<file path="config.mk">
export PLATFORM = sky130hd
export DESIGN_NAME = decode_stage_flat
export DESIGN_NICKNAME = d
export VERILOG_FILES = /design/src/rtl/decode_stage_if.sv /design/src/rtl/decode_stage.sv /design/src/flat_wrapper.sv
export SDC_FILE = /design/constraint.sdc
export NUM_CORES = 1
export LEC_CHECK = 0
export BUFFER_PORTS_ARGS = -buffer_cell sky130_fd_sc_hd__buf_2
export CAP_MARGIN = 20
export CORE_ASPECT_RATIO = 0.7
export CORE_MARGIN = 1.5
export CORE_UTILIZATION = 30
export DETAILED_ROUTE_END_ITERATION = 12
export PLACE_DENSITY = 0.66
export SLEW_MARGIN = 20
export SYNTH_ARGS = -nofsm -noshare
export SYNTH_HDL_FRONTEND = slang
export SYNTH_SLANG_ARGS = --single-unit
</file>
<file path="constraint.sdc">
create_clock -name clk -period 4.8 [get_ports clk]
set_input_delay 0.48 -clock clk [delete_from_list [all_inputs] [get_ports clk]]
set_output_delay 0.48 -clock clk [all_outputs]
set_load 0.01 [all_outputs]
</file>
<file path="src/rtl/decode_stage_if.sv">
// Fetch-to-decode and decode-to-execute signal bundle for decode_stage.
// The master side drives instructions and consumes decodes; the slave side is the stage itself.
interface decode_stage_if;
    logic        in_valid;
    logic        in_ready;
    logic [31:0] in_inst;
    logic [31:0] in_pc;
    logic        flush;
    logic        out_valid;
    logic        out_ready;
    logic [31:0] out_pc;
    logic [2:0]  out_alu_sel;
    logic        out_alu_ext;
    logic [31:0] out_imm;
    logic        out_use_imm;
    logic [4:0]  out_rs1;
    logic [4:0]  out_rs2;
    logic [4:0]  out_rd;
    logic        out_reg_we;
    logic        out_illegal;

    modport master (
        output in_valid, in_inst, in_pc, flush, out_ready,
        input  in_ready, out_valid, out_pc, out_alu_sel, out_alu_ext, out_imm,
               out_use_imm, out_rs1, out_rs2, out_rd, out_reg_we, out_illegal
    );

    modport slave (
        input  in_valid, in_inst, in_pc, flush, out_ready,
        output in_ready, out_valid, out_pc, out_alu_sel, out_alu_ext, out_imm,
               out_use_imm, out_rs1, out_rs2, out_rd, out_reg_we, out_illegal
    );
endinterface

</file>
<file path="src/rtl/decode_stage.sv">
// RV32I decode stage: one-entry pipeline register with decode of the held instruction.
// Optional macro DECODE_ILLEGAL_CHECK_EN enables illegal-instruction detection.
module decode_stage #(
    parameter logic [31:0] NOP_INST = 32'h00000013
) (
    input logic          clk,
    input logic          rst,
    decode_stage_if.slave bus
);
    localparam logic [6:0] OPC_OP     = 7'b0110011;
    localparam logic [6:0] OPC_OPIMM  = 7'b0010011;
    localparam logic [6:0] OPC_LOAD   = 7'b0000011;
    localparam logic [6:0] OPC_STORE  = 7'b0100011;
    localparam logic [6:0] OPC_JALR   = 7'b1100111;
    localparam logic [6:0] OPC_LUI    = 7'b0110111;
    localparam logic [6:0] OPC_AUIPC  = 7'b0010111;
    localparam logic [6:0] OPC_JAL    = 7'b1101111;
    localparam logic [6:0] OPC_BRANCH = 7'b1100011;

    logic        r_valid;
    logic [31:0] r_inst;
    logic [31:0] r_pc;
    logic        w_inReady;
    logic [2:0]  w_f3;
    logic [31:0] w_immI, w_immS, w_immB, w_immU, w_immJ;
    logic [2:0]  w_sel;
    logic        w_ext;
    logic [31:0] w_imm;
    logic        w_useImm;
    logic        w_writes;
    logic        w_illegal;

    assign w_inReady = !r_valid || bus.out_ready;
    assign w_f3      = r_inst[14:12];
    assign w_immI    = {{20{r_inst[31]}}, r_inst[31:20]};
    assign w_immS    = {{20{r_inst[31]}}, r_inst[31:25], r_inst[11:7]};
    assign w_immB    = {{20{r_inst[31]}}, r_inst[7], r_inst[30:25], r_inst[11:8], 1'b0};
    assign w_immU    = {r_inst[31:12], 12'b0};
    assign w_immJ    = {{12{r_inst[31]}}, r_inst[19:12], r_inst[20], r_inst[30:21], 1'b0};

    // The raw instruction is held and decoded on the output side, so reset to NOP_INST yields the NOP decode.
    always_ff @(posedge clk or posedge rst) begin
        if (rst) begin
            r_valid <= 1'b0;
            r_inst  <= NOP_INST;
            r_pc    <= 32'h0;
        end else if (bus.flush) begin
            r_valid <= 1'b0;
        end else if (bus.in_valid && w_inReady) begin
            r_valid <= 1'b1;
            r_inst  <= bus.in_inst;
            r_pc    <= bus.in_pc;
        end else if (bus.out_ready) begin
            r_valid <= 1'b0;
        end
    end

    always_comb begin
        w_sel    = 3'd0;
        w_ext    = 1'b0;
        w_imm    = 32'h0;
        w_useImm = 1'b0;
        w_writes = 1'b0;
        case (r_inst[6:0])
            OPC_OP: begin
                w_sel    = w_f3;
                w_ext    = r_inst[30];
                w_writes = 1'b1;
            end
            OPC_OPIMM: begin
                w_sel    = w_f3;
                w_useImm = 1'b1;
                w_writes = 1'b1;
                w_ext    = (w_f3 == 3'd5) ? r_inst[30] : 1'b0;
                w_imm    = (w_f3 == 3'd1 || w_f3 == 3'd5) ? {27'b0, r_inst[24:20]} : w_immI;
            end
            OPC_LOAD, OPC_JALR: begin
                w_imm    = w_immI;
                w_useImm = 1'b1;
                w_writes = 1'b1;
            end
            OPC_STORE: begin
                w_imm    = w_immS;
                w_useImm = 1'b1;
            end
            OPC_LUI, OPC_AUIPC: begin
                w_imm    = w_immU;
                w_useImm = 1'b1;
                w_writes = 1'b1;
            end
            OPC_JAL: begin
                w_imm    = w_immJ;
                w_useImm = 1'b1;
                w_writes = 1'b1;
            end
            OPC_BRANCH: begin
                w_imm = w_immB;
                case (w_f3)
                    3'd0, 3'd1: w_ext = 1'b1;
                    3'd4, 3'd5: w_sel = 3'd2;
                    3'd6, 3'd7: w_sel = 3'd3;
                    default:    w_sel = 3'd0;
                endcase
            end
            default: w_writes = 1'b0;
        endcase
    end

`ifdef DECODE_ILLEGAL_CHECK_EN
    // Every known opcode ends in 2'b11, so the unknown-opcode case also covers compressed encodings.
    always_comb begin
        w_illegal = 1'b0;
        case (r_inst[6:0])
            OPC_OP:
                w_illegal = !(r_inst[31:25] == 7'b0000000 ||
                              (r_inst[31:25] == 7'b0100000 && (w_f3 == 3'd0 || w_f3 == 3'd5)));
            OPC_OPIMM:
                w_illegal = (w_f3 == 3'd1 && r_inst[31:25] != 7'b0000000) ||
                            (w_f3 == 3'd5 && r_inst[31:25] != 7'b0000000 && r_inst[31:25] != 7'b0100000);
            OPC_BRANCH:
                w_illegal = (w_f3 == 3'd2 || w_f3 == 3'd3);
            OPC_LOAD, OPC_STORE, OPC_JALR, OPC_LUI, OPC_AUIPC, OPC_JAL:
                w_illegal = 1'b0;
            default:
                w_illegal = 1'b1;
        endcase
    end
`else
    assign w_illegal = 1'b0;
`endif

    assign bus.in_ready    = w_inReady;
    assign bus.out_valid   = r_valid;
    assign bus.out_pc      = r_pc;
    assign bus.out_alu_sel = w_sel;
    assign bus.out_alu_ext = w_ext;
    assign bus.out_imm     = w_imm;
    assign bus.out_use_imm = w_useImm;
    assign bus.out_rs1     = r_inst[19:15];
    assign bus.out_rs2     = r_inst[24:20];
    assign bus.out_rd      = r_inst[11:7];
    assign bus.out_reg_we  = w_writes && (r_inst[11:7] != 5'd0) && !w_illegal;
    assign bus.out_illegal = w_illegal;
endmodule

</file>
<file path="src/flat_wrapper.sv">
// flat-port wrapper written by rule: the top's interface ports become plain ports
module decode_stage_flat 
#(
    parameter logic [31:0] NOP_INST = 32'h00000013
)
  (clk, rst, bus_in_valid, bus_in_inst, bus_in_pc, bus_flush, bus_out_ready, bus_in_ready, bus_out_valid, bus_out_pc, bus_out_alu_sel, bus_out_alu_ext, bus_out_imm, bus_out_use_imm, bus_out_rs1, bus_out_rs2, bus_out_rd, bus_out_reg_we, bus_out_illegal);
  decode_stage_if bus_i ();
  input logic clk;
  input logic rst;
  input wire logic [$bits(bus_i.in_valid)-1:0] bus_in_valid;
  input wire logic [$bits(bus_i.in_inst)-1:0] bus_in_inst;
  input wire logic [$bits(bus_i.in_pc)-1:0] bus_in_pc;
  input wire logic [$bits(bus_i.flush)-1:0] bus_flush;
  input wire logic [$bits(bus_i.out_ready)-1:0] bus_out_ready;
  output wire logic [$bits(bus_i.in_ready)-1:0] bus_in_ready;
  output wire logic [$bits(bus_i.out_valid)-1:0] bus_out_valid;
  output wire logic [$bits(bus_i.out_pc)-1:0] bus_out_pc;
  output wire logic [$bits(bus_i.out_alu_sel)-1:0] bus_out_alu_sel;
  output wire logic [$bits(bus_i.out_alu_ext)-1:0] bus_out_alu_ext;
  output wire logic [$bits(bus_i.out_imm)-1:0] bus_out_imm;
  output wire logic [$bits(bus_i.out_use_imm)-1:0] bus_out_use_imm;
  output wire logic [$bits(bus_i.out_rs1)-1:0] bus_out_rs1;
  output wire logic [$bits(bus_i.out_rs2)-1:0] bus_out_rs2;
  output wire logic [$bits(bus_i.out_rd)-1:0] bus_out_rd;
  output wire logic [$bits(bus_i.out_reg_we)-1:0] bus_out_reg_we;
  output wire logic [$bits(bus_i.out_illegal)-1:0] bus_out_illegal;
  assign bus_i.in_valid = bus_in_valid;
  assign bus_i.in_inst = bus_in_inst;
  assign bus_i.in_pc = bus_in_pc;
  assign bus_i.flush = bus_flush;
  assign bus_i.out_ready = bus_out_ready;
  assign bus_in_ready = bus_i.in_ready;
  assign bus_out_valid = bus_i.out_valid;
  assign bus_out_pc = bus_i.out_pc;
  assign bus_out_alu_sel = bus_i.out_alu_sel;
  assign bus_out_alu_ext = bus_i.out_alu_ext;
  assign bus_out_imm = bus_i.out_imm;
  assign bus_out_use_imm = bus_i.out_use_imm;
  assign bus_out_rs1 = bus_i.out_rs1;
  assign bus_out_rs2 = bus_i.out_rs2;
  assign bus_out_rd = bus_i.out_rd;
  assign bus_out_reg_we = bus_i.out_reg_we;
  assign bus_out_illegal = bus_i.out_illegal;
  decode_stage #(.NOP_INST(NOP_INST)) u_core (.clk(clk), .rst(rst), .bus(bus_i));
endmodule
</file>
-- Word level (Yosys, flattened, before mapping)
Index checks and enable logic that the tools add are counted.
- multiplexer cells: 12
- reduce and logical (&&, ||, !) cells: 17
- bitwise gates (word level): 1
- equality and inequality tests: 14
- operators by type and width (kind ; number):
    32-bit case mux with 6 select lines ; 1
    32-bit two-way mux ; 1
    7-bit by 6-bit equality test with 1-bit output (second input constant) ; 3
    7-bit equality test (second input constant) ; 3
    7-bit by 5-bit equality test with 1-bit output (second input constant) ; 2
    7-bit OR reduction ; 2
    3-bit equality test (second input constant) ; 4
    2-bit OR reduction ; 6
    7-bit by 2-bit equality test with 1-bit output (second input constant) ; 1
    1-bit two-way mux ; 7
    3-bit case mux with 2 select lines ; 1
    5-bit nonzero test ; 1
    2-bit case mux with 2 select lines ; 1
    3-bit by 1-bit equality test with 1-bit output (second input constant) ; 1
    3-bit logical NOT ; 1
    1-bit case mux with 3 select lines ; 1
    3-bit nonzero test ; 1
    1-bit logical AND ; 2
    1-bit logical OR ; 2
    2-bit AND reduction ; 1
    1-bit logical NOT ; 1
    1-bit inverter ; 1
- logic and storage cells: 47
- output and inout port bits: 88
- bits in registers: 65

-- Logic depth before layout (Yosys ltp)
- depth in word-level cells: 5
- depth in mapped cells: 6
- mapped depth without buffers: 4

-- Worst setup path after synthesis
Ideal clock, no wire load.
- path kind: flip-flop to output port
- start point: reg u_core.r_inst[1]
- end point: out bus_out_imm[20]
- data required time: 4.320 ns
- arrival: 1.653 ns
- setup slack: 2.667 ns
- stages on the path, launching flop included: 7
- path through: dfstp_2 > and2_1 > clkbuf_1 > nand2_1 > a311oi_2 > buf_4 > a21o_1
- cells in the longest elaborated chain, start to end: 3
- elaborated cells between the ends (all ways): 11
- those cells by class: 8 x eq/ne; 1 x mux; 2 x reduce/logical
- RTL lines (element ; RTL line ; text):
    from (decl) ; decode_stage.sv:21 ; logic [31:0] r_inst;
    from (signal assigned) ; decode_stage.sv:51 ; r_inst <= bus.in_inst;
    7-bit by 6-bit equality test with 1-bit output (tied with other cells) ; decode_stage.sv:64 ; case (r_inst[6:0])
    2-bit OR reduction ; n/a ;
    32-bit case mux with 6 select lines (*) ; decode_stage.sv:64 ;
    to (decl) ; flat_wrapper.sv:20 ; output wire logic [$bits(bus_i.out_imm)-1:0] bus_out_imm;
Every way passes the cells marked *; elsewhere a longest branch is shown, timed or not.

-- Worst setup path in the final report
- start point: reg u_core.r_inst[5]
- end point: out bus_out_imm[25]
Same word-level chain as after synthesis.

==> out/qor.yml <==
power:
  p_leak_nw: 2.14
  pwr-share-seq: 0.429
  ir_drop_uv: 158
  clock_power_share: 0.344
  intPower_mw: 1.18
  powerDensity_nw_per_um2: 402
  switching_share: 0.310
  p_comb_frac: 0.227
  switchingPower_mw: 0.531
synthesis:
  synth_cell_types: 41
  synth_top_area_cell: "dfrtp_1"
  synth-simple-area-share: 0.104
  synth_xor_xnor_area_share: 0
  synth_top_area_frac: 0.479
  synth_ff_type: "dfrtp_1"
  synth_fa_ha_area_frac: 0
  syn_nets: 352
  synth_warnings: 0
  synth_async_sr_flop_share: 1.00
  synthTopCellsByArea: "dfrtp_1 48%, mux2_2 22%, buf_4 3.9%"
  synth_compound_area_frac: 0.102
  synth_top_family_by_area: "multiplexers"
  synth.cell_area_um2: 3240
  synthCells: 283
  synth_area_per_cell_um2: 11.4
  synth_mux_area_frac: 0.222
  synth_seq_area_share: 0.503
  synth_edf_count: 0
  synth-seq-cells: 65
detailed_routing:
  route.detailed.drc: 0
  vias: 2684
  drt_pass1_iterations: 5
  postRouteAntennaNets: 0
  initialDrtViolationCount: 145
  via_per_inst: 4.84
  wl_per_cell_um: 15.3
  wirelength_mm: 8.49
clock_network:
  clk-insertion-delay-late_ns: 0.33
  cts-htree-levels: 3
  cts_tree: "done"
  cts_root_buf: "clkbuf_16"
  post_cts_buffers: 0
  cts_hold_buffers: 0
  path_clk_slew_ns: 0.06
  cts-buffers-inserted: 9
  cts_resized: 0
  cts_buffer_depth: 2
  cts.sinks: 65
place:
  dp.cells: 539
  place.gp.congestion: 0.880
  place_ws_ns: 2.08
  port_buffers: 155
  place_hpwl_mm: 6.14
setup_path:
  path_max_fanout: 14
  crit_chain: "or3_1 > a211o_1 > a311oi_2 > a21o_1 > buf_2"
  crit_path_start_kind: "flop"
  end_kind: "primary output"
  worstSetupPathType: "flop to primary output"
  critPathSlowestCell: "a311oi_2"
  max_stage_delay_ns: 0.76
  critPathTopFamily: "compound AO/OA/AOI/OAI gates"
  arrival_ns: 2.63
  required_ns: 4.32
  crit_buf_inv: 1
global_routing:
  grt_antenna_before_repair: 0
  grt_pass1_vias: 2556
  grt_usage: 0.152
  grt_max_degree: 66
  grt_pass1_wl_mm: 13.4
  gr-total-overflow: 0
die:
  design.die.area_um2: 11400
  ios: 157
  start_util: 0.310
  die_height_um: 89.9
  die_width_um: 127
  num_rows: 31
  coreArea_um2: 10400
timing:
  fin_crit_sh: 0.649
  setup_tns_ns: 0
  maxSlewViolCount: 0
  rsz0062_at_grt: "no"
  setup_viol: 0
  fin_crit_ns: 3.11
  setup_ws_ns: 1.69
  tightestPinTransition_ns: 0.859
  finalClockSkew_ns: 0.00594
  hold_violations: 0
  max_freq_ghz: 0.321
  slew_headroom: 0.424
cells_and_area:
  drive_gt1_frac: 0.572
  nNetsFinal: 487
  syn2layout_area_growth_pct: 31.7
  insertedDiodeCount: 0
  stdcell_count: 555
min_path:
  hold_class: "input port to flop"
outcome:
  status: "complete, no violations"
job:
  maxCapViolCount: 0
==> cells in the mapped netlist, types with 2 or more instances <==
master     n
a21o_1    12
a21oi_1    6
a22o_1     4
a22oi_1    2
a32o_1     2
buf_2     10
buf_4     17
clkbuf_1   5
dfrtp_1   62
dfstp_2    3
inv_1      3
mux2_2    63
nand2_1   27
nand3_1    2
nor2_1    15
nor2b_1    5
nor3_1     8
nor3b_1    3
o21ai_0   12
==> state kept, by name (all words and copies together) (netlist names) <==
signal,cells
u_core.bus.out_pc,32
u_core.r_inst,32
u_core.bus.out_valid,1
==> power groups by stage <==
stage	Combinational (mW)	Clock, mW	Sequential [mW]
6_report	0.390	0.590	0.736
3_3_place_gp	0.386	0	0.738
4_1_cts	0.393	0.613	0.736
3_5_place_dp	0.392	0	0.742
2_1_floorplan	0.267	0	0.731
5_1_grt	0.426	0.643	0.752
==> worst reg2reg max path, delay by kind of cell (launching register included) <==
kind,cells,cell delay [ns]
multiplexers,1,0.44
buffers and inverters,1,0.68
AND/OR/NAND/NOR,2,0.31
flip-flops,1,0.38
==> path summary, 6_finish.rpt <==
check                                 startpoint                    end  slack, ns  depth (start not counted)
min in group asynchronous                    rst  u_core.bus.out_pc[22]       0.39                          3
hold / removal                         bus_flush   u_core.bus.out_valid       0.34                          2
setup / recovery                u_core.r_inst[5]        bus_out_imm[25]       1.69                          5
setup reg to reg            u_core.bus.out_valid      u_core.r_inst[10]       2.88                          4
max in group asynchronous                    rst   u_core.bus.out_pc[8]       3.85                          3
hold reg to reg            u_core.bus.out_pc[30]  u_core.bus.out_pc[30]       0.50                          1
==> cells in the final DEF (no fill, tap or decap), types with 2 or more instances in the layout <==
| cell type | n |
|---|---|
| a21o_1 | 12 |
| nand3_1 | 2 |
| nor2b_1 | 5 |
| a22oi_1 | 2 |
| a21oi_1 | 6 |
| nor3b_1 | 2 |
| inv_1 | 2 |
| buf_4 | 2 |
| dfstp_2 | 3 |
| a22o_1 | 4 |
| buf_2 | 155 |
| nor3_1 | 8 |
| clkinvlp_4 | 2 |
| nor2_1 | 15 |
| clkbuf_16 | 9 |
| a32o_1 | 2 |
| mux2_2 | 63 |
| clkinv_2 | 3 |
| nand2_1 | 27 |
| o21ai_0 | 12 |
| clkinv_4 | 2 |
| dfrtp_1 | 62 |
==> metrics by stage <==
| step | cell area [µm²] | hold WS, ns | power, mW | utilization |
|---|---|---|---|---|
| 6_report | 4270 | 0.339 | 1.72 | 0.409 |
| 4_1_cts | 4270 | 0.325 | 1.74 | 0.409 |
| 5_1_grt | 4270 | 0.325 | 1.82 | 0.409 |
| 3_5_place_dp | 3990 | 0.491 | 1.13 | 0.383 |
| 3_3_place_gp | 3990 | 0.484 | 1.12 | 0.383 |
| 2_1_floorplan | 3240 | 0.504 | 0.998 | - |
==> kinds of logic after synthesis <==
kind of cell	count (synthesis)
AO/OA/AOI/OAI	47
AND/OR/NAND/NOR	70
buffers and inverters	36
other	1
flip-flops	65
multiplexers	64
==> layout make-up <==
class,count,area (µm²)
tap,132,165
multi-input combinational,182,1400
sequential,65,1630
inverter,3,11.3
fill,1009,6170
clock inverter,7,47.5
clock buffer,9,225
timing repair buffer,157,791
==> routing by layer <==
layer  wire (µm)  up-vias  share of wire  track usage
met5           0        -              0            0
met4          64        0         0.0075       0.0483
met3         657        4          0.077       0.0530
met2        3940      131           0.46        0.241
met1        3820     1290           0.45        0.195
li1            -     1259              -            -
Power figures use the tool's default switching activity.
